===== config.mk =====
export PLATFORM = sky130hd
export DESIGN_NAME = sorting_pkt_arbiter
export DESIGN_NICKNAME = d
export VERILOG_FILES = /design/src/rtl/sorting_pkg.sv /design/src/rtl/sorting_rr_pick.sv /design/src/rtl/sorting_pkt_arbiter.sv
export SDC_FILE = /design/constraint.sdc
export NUM_CORES = 1
export LEC_CHECK = 0
export ABC_CLOCK_PERIOD_IN_PS = 1800
export CORE_AREA = 3 3 133 135
export CTS_CLUSTER_DIAMETER = 60
export DETAILED_ROUTE_END_ITERATION = 8
export DIE_AREA = 0 0 136 138
export GPL_TIMING_DRIVEN = 0
export MAX_ROUTING_LAYER = met4
export PLACE_DENSITY = 0.54
export SLEW_MARGIN = 20
export SYNTH_ARGS = -nofsm -noshare
export SYNTH_HDL_FRONTEND = slang
export SYNTH_SLANG_ARGS = --single-unit
export TNS_END_PERCENT = 10

===== constraint.sdc =====
create_clock -name clk_i -period 1.8 [get_ports clk_i]
set_clock_uncertainty 0.1 [all_clocks]
set_input_delay 0.54 -clock clk_i [delete_from_list [all_inputs] [get_ports clk_i]]
set_output_delay 0.54 -clock clk_i [all_outputs]
set_load 0.1 [all_outputs]

===== src/rtl/sorting_pkg.sv =====
// Shared definitions for the packet-granular sorting-engine arbiter:
// FSM state encoding, default parameter values and the width helper
// for the optional packet-length counter.
package sorting_pkg;

  typedef enum logic [1:0] {
    IDLE = 2'd0,
    BUSY = 2'd1,
    DROP = 2'd2
  } arb_state_t;

  localparam int DEF_N_REQ       = 4;
  localparam int DEF_DATA_W      = 64;
  localparam int DEF_MAX_PKT_LEN = 256;

  // Counter must be able to hold MAX_PKT_LEN itself.
  function automatic int len_cnt_width(input int max_len);
    return $clog2(max_len + 1);
  endfunction

endpackage


===== src/rtl/sorting_rr_pick.sv =====
// Combinational round-robin picker. Searches the request vector starting
// one position above last_grant, wrapping modulo N_REQ, and returns the
// first requester found together with a found flag.
module sorting_rr_pick
  import sorting_pkg::*;
#(
  parameter int N_REQ = DEF_N_REQ,
  localparam int CH_W = $clog2(N_REQ)
) (
  input  logic [N_REQ-1:0] req,
  input  logic [CH_W-1:0]  last_grant,
  output logic [CH_W-1:0]  winner,
  output logic             found
);

  logic [CH_W-1:0]  cand [N_REQ];
  logic [N_REQ-1:0] hit;

  // cand[gi] is the requester at search distance gi+1 from last_grant.
  genvar gi;
  for (gi = 0; gi < N_REQ; gi++) begin : g_cand
    logic [CH_W:0] sum;
    assign sum      = {1'b0, last_grant} + (CH_W+1)'(gi + 1);
    assign cand[gi] = (sum >= (CH_W+1)'(N_REQ)) ? CH_W'(sum - (CH_W+1)'(N_REQ))
                                                : sum[CH_W-1:0];
    assign hit[gi]  = req[cand[gi]];
  end

  // Priority encode on search distance: the nearest hit wins.
  always_comb begin
    winner = '0;
    found  = 1'b0;
    for (int k = N_REQ - 1; k >= 0; k--) begin
      if (hit[k]) begin
        winner = cand[k];
        found  = 1'b1;
      end
    end
  end

endmodule


===== src/rtl/sorting_pkt_arbiter.sv =====
// Packet-granular round-robin arbiter in front of a shared sorting engine.
// A requester presenting SOP is granted after one bubble cycle and then
// owns the engine until its EOP transfers; data passes through with zero
// latency and the granted channel is reported on src_channel_o.
// Optional feature: define SORTING_ARB_LEN_CHECK_EN to enable the
// MAX_PKT_LEN overflow check (forced EOP, sticky err_o, DROP state).
module sorting_pkt_arbiter
  import sorting_pkg::*;
#(
  parameter int N_REQ       = DEF_N_REQ,
  parameter int DATA_W      = DEF_DATA_W,
  parameter int MAX_PKT_LEN = DEF_MAX_PKT_LEN,
  localparam int CH_W       = $clog2(N_REQ)
) (
  input  logic                    clk_i,
  input  logic                    srst_i,
  input  logic [N_REQ*DATA_W-1:0] snk_data_i,
  input  logic [N_REQ-1:0]        snk_startofpacket_i,
  input  logic [N_REQ-1:0]        snk_endofpacket_i,
  input  logic [N_REQ-1:0]        snk_valid_i,
  output logic [N_REQ-1:0]        snk_ready_o,
  output logic [DATA_W-1:0]       src_data_o,
  output logic                    src_startofpacket_o,
  output logic                    src_endofpacket_o,
  output logic                    src_valid_o,
  input  logic                    src_ready_i,
  output logic [CH_W-1:0]         src_channel_o,
  output logic                    err_o
);

  localparam int CNT_W = len_cnt_width(MAX_PKT_LEN);

  arb_state_t       state_reg;
  arb_state_t       state_next;
  logic [CH_W-1:0]  grant_reg;
  logic [CH_W-1:0]  last_grant_reg;

  logic [N_REQ-1:0] sop_req;
  logic [CH_W-1:0]  pick_idx;
  logic             pick_found;

  logic [DATA_W-1:0] snk_data_arr [N_REQ];
  logic [DATA_W-1:0] sel_data;
  logic              sel_valid;
  logic              sel_sop;
  logic              sel_eop;
  logic              xfer;

  // Unpack the flat sink bus into one word per requester.
  genvar gi;
  for (gi = 0; gi < N_REQ; gi++) begin : g_split
    assign snk_data_arr[gi] = snk_data_i[gi*DATA_W +: DATA_W];
  end

  // Only a valid SOP can open a packet.
  assign sop_req = snk_valid_i & snk_startofpacket_i;

  sorting_rr_pick #(
    .N_REQ (N_REQ)
  ) u_pick (
    .req        (sop_req),
    .last_grant (last_grant_reg),
    .winner     (pick_idx),
    .found      (pick_found)
  );

  assign sel_data  = snk_data_arr[grant_reg];
  assign sel_valid = snk_valid_i[grant_reg];
  assign sel_sop   = snk_startofpacket_i[grant_reg];
  assign sel_eop   = snk_endofpacket_i[grant_reg];
  assign xfer      = (state_reg == BUSY) && sel_valid && src_ready_i;

  assign src_channel_o = grant_reg;

`ifdef SORTING_ARB_LEN_CHECK_EN
  logic [CNT_W-1:0] cnt_reg;
  logic             err_reg;
  logic             len_last;

  // High while the word in flight would be the MAX_PKT_LEN-th of the packet.
  assign len_last = (cnt_reg == CNT_W'(MAX_PKT_LEN - 1));
  assign err_o    = err_reg;

  // Count words of the current packet and latch any overflow.
  always_ff @(posedge clk_i or posedge srst_i) begin
    if (srst_i) begin
      cnt_reg <= '0;
      err_reg <= 1'b0;
    end else begin
      if (state_reg == IDLE) begin
        cnt_reg <= '0;
      end else if (xfer) begin
        cnt_reg <= cnt_reg + CNT_W'(1);
      end
      if (xfer && len_last && !sel_eop) begin
        err_reg <= 1'b1;
      end
    end
  end
`else
  // Keeps the length parameter referenced when the check is compiled out.
  logic [CNT_W-1:0] len_unused;
  assign len_unused = '0;
  assign err_o      = 1'b0;
`endif

  // State, grant and round-robin pointer registers.
  always_ff @(posedge clk_i or posedge srst_i) begin
    if (srst_i) begin
      state_reg      <= IDLE;
      grant_reg      <= '0;
      last_grant_reg <= CH_W'(N_REQ - 1);
    end else begin
      state_reg <= state_next;
      if (state_reg == IDLE && pick_found) begin
        grant_reg      <= pick_idx;
        last_grant_reg <= pick_idx;
      end
    end
  end

  // Next-state logic: grant on SOP, release on EOP transfer.
  always_comb begin
    state_next = state_reg;
    case (state_reg)
      IDLE: begin
        if (pick_found) begin
          state_next = BUSY;
        end
      end
      BUSY: begin
        if (xfer) begin
          if (sel_eop) begin
            state_next = IDLE;
          end
`ifdef SORTING_ARB_LEN_CHECK_EN
          else if (len_last) begin
            state_next = DROP;
          end
`endif
        end
      end
`ifdef SORTING_ARB_LEN_CHECK_EN
      DROP: begin
        if (sel_valid && sel_eop) begin
          state_next = IDLE;
        end
      end
`endif
      default: state_next = IDLE;
    endcase
  end

  // Output logic: pass-through from the granted sink while BUSY.
  always_comb begin
    snk_ready_o         = '0;
    src_valid_o         = 1'b0;
    src_data_o          = sel_data;
    src_startofpacket_o = sel_sop;
    src_endofpacket_o   = sel_eop;
    case (state_reg)
      BUSY: begin
        src_valid_o            = sel_valid;
        snk_ready_o[grant_reg] = src_ready_i;
`ifdef SORTING_ARB_LEN_CHECK_EN
        if (len_last) begin
          src_endofpacket_o = 1'b1;
        end
`endif
      end
`ifdef SORTING_ARB_LEN_CHECK_EN
      DROP: begin
        snk_ready_o[grant_reg] = 1'b1;
      end
`endif
      default: ;
    endcase
  end

endmodule


==> flow_summary.ini, run 1 <==
[outcome]
outcome = finished with violations
violations = setup timing

[floorplanning]
num_rows = 47
floorplan.initialDensity = 0.1184
io-pin-count = 345
core_um2 = 16580
die_height_um = 138
dieArea_um2 = 18770
die_x_um = 136

[worst_setup_path]
cp_cell_sequence = buf_12 -> buf_12 -> clkbuf_16 -> mux4_2 -> buf_12
rr_worst_depth = 5
slowest_delay_ps = 500
r2r-start = src_channel_o[0]$_DFFE_PP0P_
crit_top_cell = buf_12
crit_path_start_kind = flop
r2r_end = state_reg[0]$_DFFE_PP0P_
endpoint_kind = output pin
cp_slowest_cell = dfrtp_4
crit_required_ps = 1160
arrival_ps = 1840
crit_fanout = 6
rrSetupSlack_ps = 160
critical_path_class = flop to output pin

[grt]
antenna_found_initial = 0
grt_pass1_vias = 3255
grt_overflow = 0
grt_max_degree = 11
grt_use_total = 0.1438
grt_pass1_wl_um = 20310

[placed_design]
dp_hpwl_um = 12280
port_buffers = 343
gp_congestion = 0.8297
dp_slack_ps = -1603

[logic_synthesis]
yosys.area_share.adder = 0
synth-simple-area-share = 0.05417
post-synth-top-area-cell = mux4_2
synthDistinctLibCells = 27
syn_inst = 125
synth_top_area_frac = 0.7686
yosysSeqAreaShare = 0.06501
synth_xor_xnor_area_share = 0
synth_compound_gate_area_share = 0.04143
synth_nets = 396
synth_mux_area_frac = 0.7686
synth_area_um2 = 1963
ys_warn_count = 0
synth_top_family_by_area = multiplexers
postSynthAreaPerCell_um2 = 15.71
synth_seq_cells = 5
synth_area_leaders = mux4_2 77%, dfrtp_1 3.8%, dfstp_2 2.7%, buf_12 2.0%, buf_4 1.9%

[route]
final_antenna_net_count = 0
drc = 0
drt-total-wl_um = 14430
drt-initial-drc-count = 68
vias = 2967
drt_pass1_iterations = 4
vias_per_cell = 4.220
post_drt_wl_per_cell_um = 20.53

[hold_path]
hold_class = flop to flop
whs_path_depth = 2
hold_start = last_grant_reg[1]$_DFFE_PP1P_
whs_endpoint = last_grant_reg[1]$_DFFE_PP1P_

[clocking]
tritoncts = yes
numCtsBuffers = 3
clk_latency_ps = 230
cts_root_buf = clkbuf_16
postCtsHoldBufs = 0
clock-sinks = 5
cts_htree_levels = 1
clockBufferDepth = 2
clkTransAtPathRegs_ps = 30

[cells_and_area]
multi_input_area_um2 = 1763
seqCellArea_um2 = 135.1
antennaDiodeCount = 0
syn_to_final_growth_pct = 215.9
fin_nets = 755
final_layout_size_suffix_gt1_frac = 0.3830
fill_cells = 1627

[sta]
drv_slew = 0
setup_tns_ps = -41860
setup_viol = 71
rsz0062_at_grt = true
max_freq_ghz = 0.4039
finalCritPeriodShare = 1.375
fin_crit_ps = 2476
finalWorstSetupSlack_ps = -675.6
hold_violations = 0

[job]
cap_violations = 0

[power_and_ir_drop]
total_power_mw = 12.26
ir_drop_uv = 895.1
power_density_nw_per_um2 = 1977
p_leak_nw = 2.325
[area by class of cell]
class                           count  area share
Clock buffer                        4     0.01271
Buffer                             17     0.03409
Tap cell                          220     0.04438
Inverter                            2    0.001210
Timing Repair Buffer              354      0.6016
Multi-Input combinational cell    101      0.2842
Sequential cell                     5     0.02179
[per-layer routing]
layer | GRT usage | wire length, µm
met5 | - | 0
met4 | 0.01910 | 150
met3 | 0.01926 | 990
met2 | 0.2673 | 7728
met1 | 0.1675 | 5561
[report_power, final]
part	internal [mW]	leakage (nW)	switching [mW]
clock network	0.294	0.0382	0.0780
logic	3.93	2.23	7.70
registers	0.191	0.0531	0.0729
[through the flow]
| stage | cells | util | hold WS (ps) | area [µm²] |
|---|---|---|---|---|
| finish | 703 | 0.3740 | 390.5 | 6202 |
| detailed placement | 688 | 0.3468 | 382.7 | 5752 |
| CTS | 694 | 0.3551 | 387.9 | 5889 |
| global route | 703 | 0.3740 | 415.0 | 6202 |
| global placement | 688 | 0.3468 | 383.0 | 5752 |
| floorplan | 125 | - | 217.1 | 2043 |
[worst max-delay path: cells and delay by family (launching register included)]
kind,cells,cell delay [ps]
buf+inv,4,640
flops,1,500
mux,1,460
[timing repair]
action	4_1_cts	5_1_grt
resized for setup	496	47
setup endpoints to repair	75	74
cloned	1	3
endpoints found under the hold margin	0	0
buffers inserted	1	6
[synth_stat cells]
| master | n |
|---|---|
| a22oi_1 | 1 |
| buf_2 | 4 |
| nand3b_1 | 1 |
| nor2_1 | 3 |
| mux4_2 | 67 |
| buf_12 | 2 |
| conb_1 | 1 |
| clkbuf_1 | 5 |
| nand2_1 | 8 |
| and4_1 | 1 |
| buf_6 | 1 |
| o22ai_1 | 1 |
| and2_1 | 1 |
| dfstp_2 | 2 |
| and3_1 | 1 |
| a21oi_1 | 1 |
| a32oi_1 | 2 |
| o21ai_0 | 1 |
| buf_4 | 5 |
| o22a_1 | 1 |
| a31o_2 | 1 |
| a21o_1 | 3 |
| dfrtp_1 | 3 |
| nor3_1 | 2 |
| nor4_1 | 1 |
| inv_1 | 2 |
| nand3_1 | 4 |
[kinds of logic after synthesis]
kind of cell | after synthesis
multiplexers | 67
AND/OR/NAND/NOR | 22
buffers and inverters | 19
AO/OA/AOI/OAI | 11
flip-flops | 5
other | 1
[worst max path at each step]
stage,start,endpoint,cells after the start
2_1_floorplan,src_channel_o[1]$_DFFE_PP0P_,snk_ready_o[2],5
3_3_place_gp,snk_valid_i[1],src_valid_o,4
3_5_place_dp,snk_valid_i[1],src_valid_o,4
4_1_cts,src_channel_o[0]$_DFFE_PP0P_,src_data_o[39],5
5_1_grt,src_channel_o[0]$_DFFE_PP0P_,src_data_o[46],5
6_report,src_channel_o[0]$_DFFE_PP0P_,src_data_o[46],5
[cells in the final DEF (no fill, tap or decap), drive strengths merged]
master           n
a21o             3
a21oi            1
a22oi            1
a31o             1
a32oi            2
and2             1
and3             1
and4             1
buf             92
bufbuf           1
clkbuf          12
clkdlybuf4s50  263
conb             1
dfrtp            3
dfstp            2
dlygate4sd2      6
dlymetal6s2s     1
inv              2
mux4            67
nand2            8
nand3            4
nand3b           1
nor2             3
nor3             2
nor4             1
o21ai            1
o22a             1
o22ai            1
(Power assumes the default switching activity.)
==> inputs of run 2 (changes only) <==
- RECOVER_POWER: default -> 25
==> run 2 against run 1 <==
- the flow still finishes with violations (setup timing)
- critical path depth stayed put
- global-route usage stayed put
- via count stayed put
- sequential power hardly changed
- final area stayed put
- first-iteration DRC count stayed put
- largest power group unchanged
==> flow_summary.ini, run 2 (synthesized netlist as in run 1, its figures left out) <==
[floorplanning]
core_um2 = 16580
num_rows = 47
floorplan.initialDensity = 0.1184
die_height_um = 138
io-pin-count = 345
dieArea_um2 = 18770
die_x_um = 136

[worst_setup_path]
slowest_delay_ps = 500
crit_fanout = 6
cp_slowest_cell = dfrtp_4
rr_worst_depth = 5
r2r_end = state_reg[0]$_DFFE_PP0P_
endpoint_kind = output pin
arrival_ps = 1840
r2r-start = src_channel_o[0]$_DFFE_PP0P_
cp_cell_sequence = buf_12 -> buf_12 -> clkbuf_16 -> mux4_2 -> buf_12
crit_path_start_kind = flop
crit_required_ps = 1160
rrSetupSlack_ps = 160
crit_buf_inv = 4
crit_top_cell = buf_12
critical_path_class = flop to output pin
path_delay_family = buffers and inverters

[placed_design]
placed_cell_area_um2 = 5752
gp_congestion = 0.8297
dp_hpwl_um = 12280
dp_slack_ps = -1603
port_buffers = 343

[cells_and_area]
final_layout_size_suffix_gt1_frac = 0.3830
final_area_um2 = 6202
syn_to_final_growth_pct = 215.9
fin_nets = 755
final_common_cell = clkdlybuf4s50_1
antennaDiodeCount = 0
final_core_util = 0.3740
final_cell_mix = 262 x clkdlybuf4s50_1, 67 x mux4_2, 57 x buf_6

[route]
post_drt_wl_per_cell_um = 20.53
vias_per_cell = 4.220
drt-total-wl_um = 14430
drc = 0
vias = 2967
drt-initial-drc-count = 68
drt_pass1_iterations = 4
final_antenna_net_count = 0

[grt]
grt_pass1_vias = 3255
grt_pass1_wl_um = 20310
antenna_found_initial = 0
grt_use_total = 0.1438
grt_max_degree = 11
grt_overflow = 0

[sta]
setup_viol = 71
finalCritPeriodShare = 1.375
fin_crit_ps = 2476
hold_violations = 0
setup_tns_ps = -41860
finalWorstSetupSlack_ps = -675.6
max_freq_ghz = 0.4039
rsz0062_at_grt = true
drv_slew = 0

[outcome]
violations = setup timing
outcome = finished with violations

[clocking]
tritoncts = yes
numCtsBuffers = 3
clock-sinks = 5
cts_root_buf = clkbuf_16
clk_latency_ps = 230
clockBufferDepth = 2
cts_htree_levels = 1
clkTransAtPathRegs_ps = 30
postCtsHoldBufs = 0

[hold_path]
whs_path_depth = 2
whs_endpoint = last_grant_reg[1]$_DFFE_PP1P_
hold_class = flop to flop
hold_start = last_grant_reg[1]$_DFFE_PP1P_

[power_and_ir_drop]
total_power_mw = 12.26
p_leak_nw = 2.325
ir_drop_uv = 895.1
power_density_nw_per_um2 = 1977

[job]
cap_violations = 0
[run 2: layout make-up]
type                            instances  area (µm²)
Buffer                                 17       211.5
Multi-Input combinational cell        101        1763
Timing Repair Buffer                  354        3731
Inverter                                2       7.507
Clock buffer                            4       78.83
Tap cell                              220       275.3
Sequential cell                         5       135.1
Fill cell                            1627       10380
[run 2: worst max-delay path by stage]
stage                     end                          from  depth (start not counted)  slack [ps]
2_1_floorplan  snk_ready_o[2]  src_channel_o[1]$_DFFE_PP0P_                          5        -690
5_1_grt        src_data_o[46]  src_channel_o[0]$_DFFE_PP0P_                          5        -720
3_5_place_dp      src_valid_o                snk_valid_i[1]                          4       -1600
4_1_cts        src_data_o[39]  src_channel_o[0]$_DFFE_PP0P_                          5        -710
6_report       src_data_o[46]  src_channel_o[0]$_DFFE_PP0P_                          5        -680
3_3_place_gp      src_valid_o                snk_valid_i[1]                          4       -1600
[run 2: metrics by stage]
step | hold WS, ps | std cells
after detailed placement | 382.7 | 688
final | 390.5 | 703
after floorplan | 217.1 | 125
after CTS | 387.9 | 694
after global placement | 383.0 | 688
after global routing | 415.0 | 703
[run 2: power by group]
group,internal (mW),total (mW),leakage (nW),switching (mW)
clock network,0.294,0.372,0.0382,0.0780
registers,0.191,0.264,0.0531,0.0729
logic,3.93,11.6,2.23,7.70
total,4.41,12.3,2.32,7.85
[run 2: what timing repair did]
item / 4_1_cts / 5_1_grt
resized for setup: 496 / 47
buffers inserted: 1 / 6
hold endpoints to repair: 0 / 0
cloned: 1 / 3
endpoints found under the setup margin: 75 / 74
[run 2: tightest hold or removal path: cells and delay by family (launching register included)]
family | cells | cell delay [ps]
flip-flops | 1 | 380
AND/OR/NAND/NOR | 2 | 110
[run 2: layer usage]
metal	share of wire	global-route usage	vias to the layer above
li1	-	-	1306
met1	0.39	0.1675	1479
met2	0.54	0.2673	170
met3	0.069	0.01926	12
met4	0.010	0.01910	0
met5	0	-	-
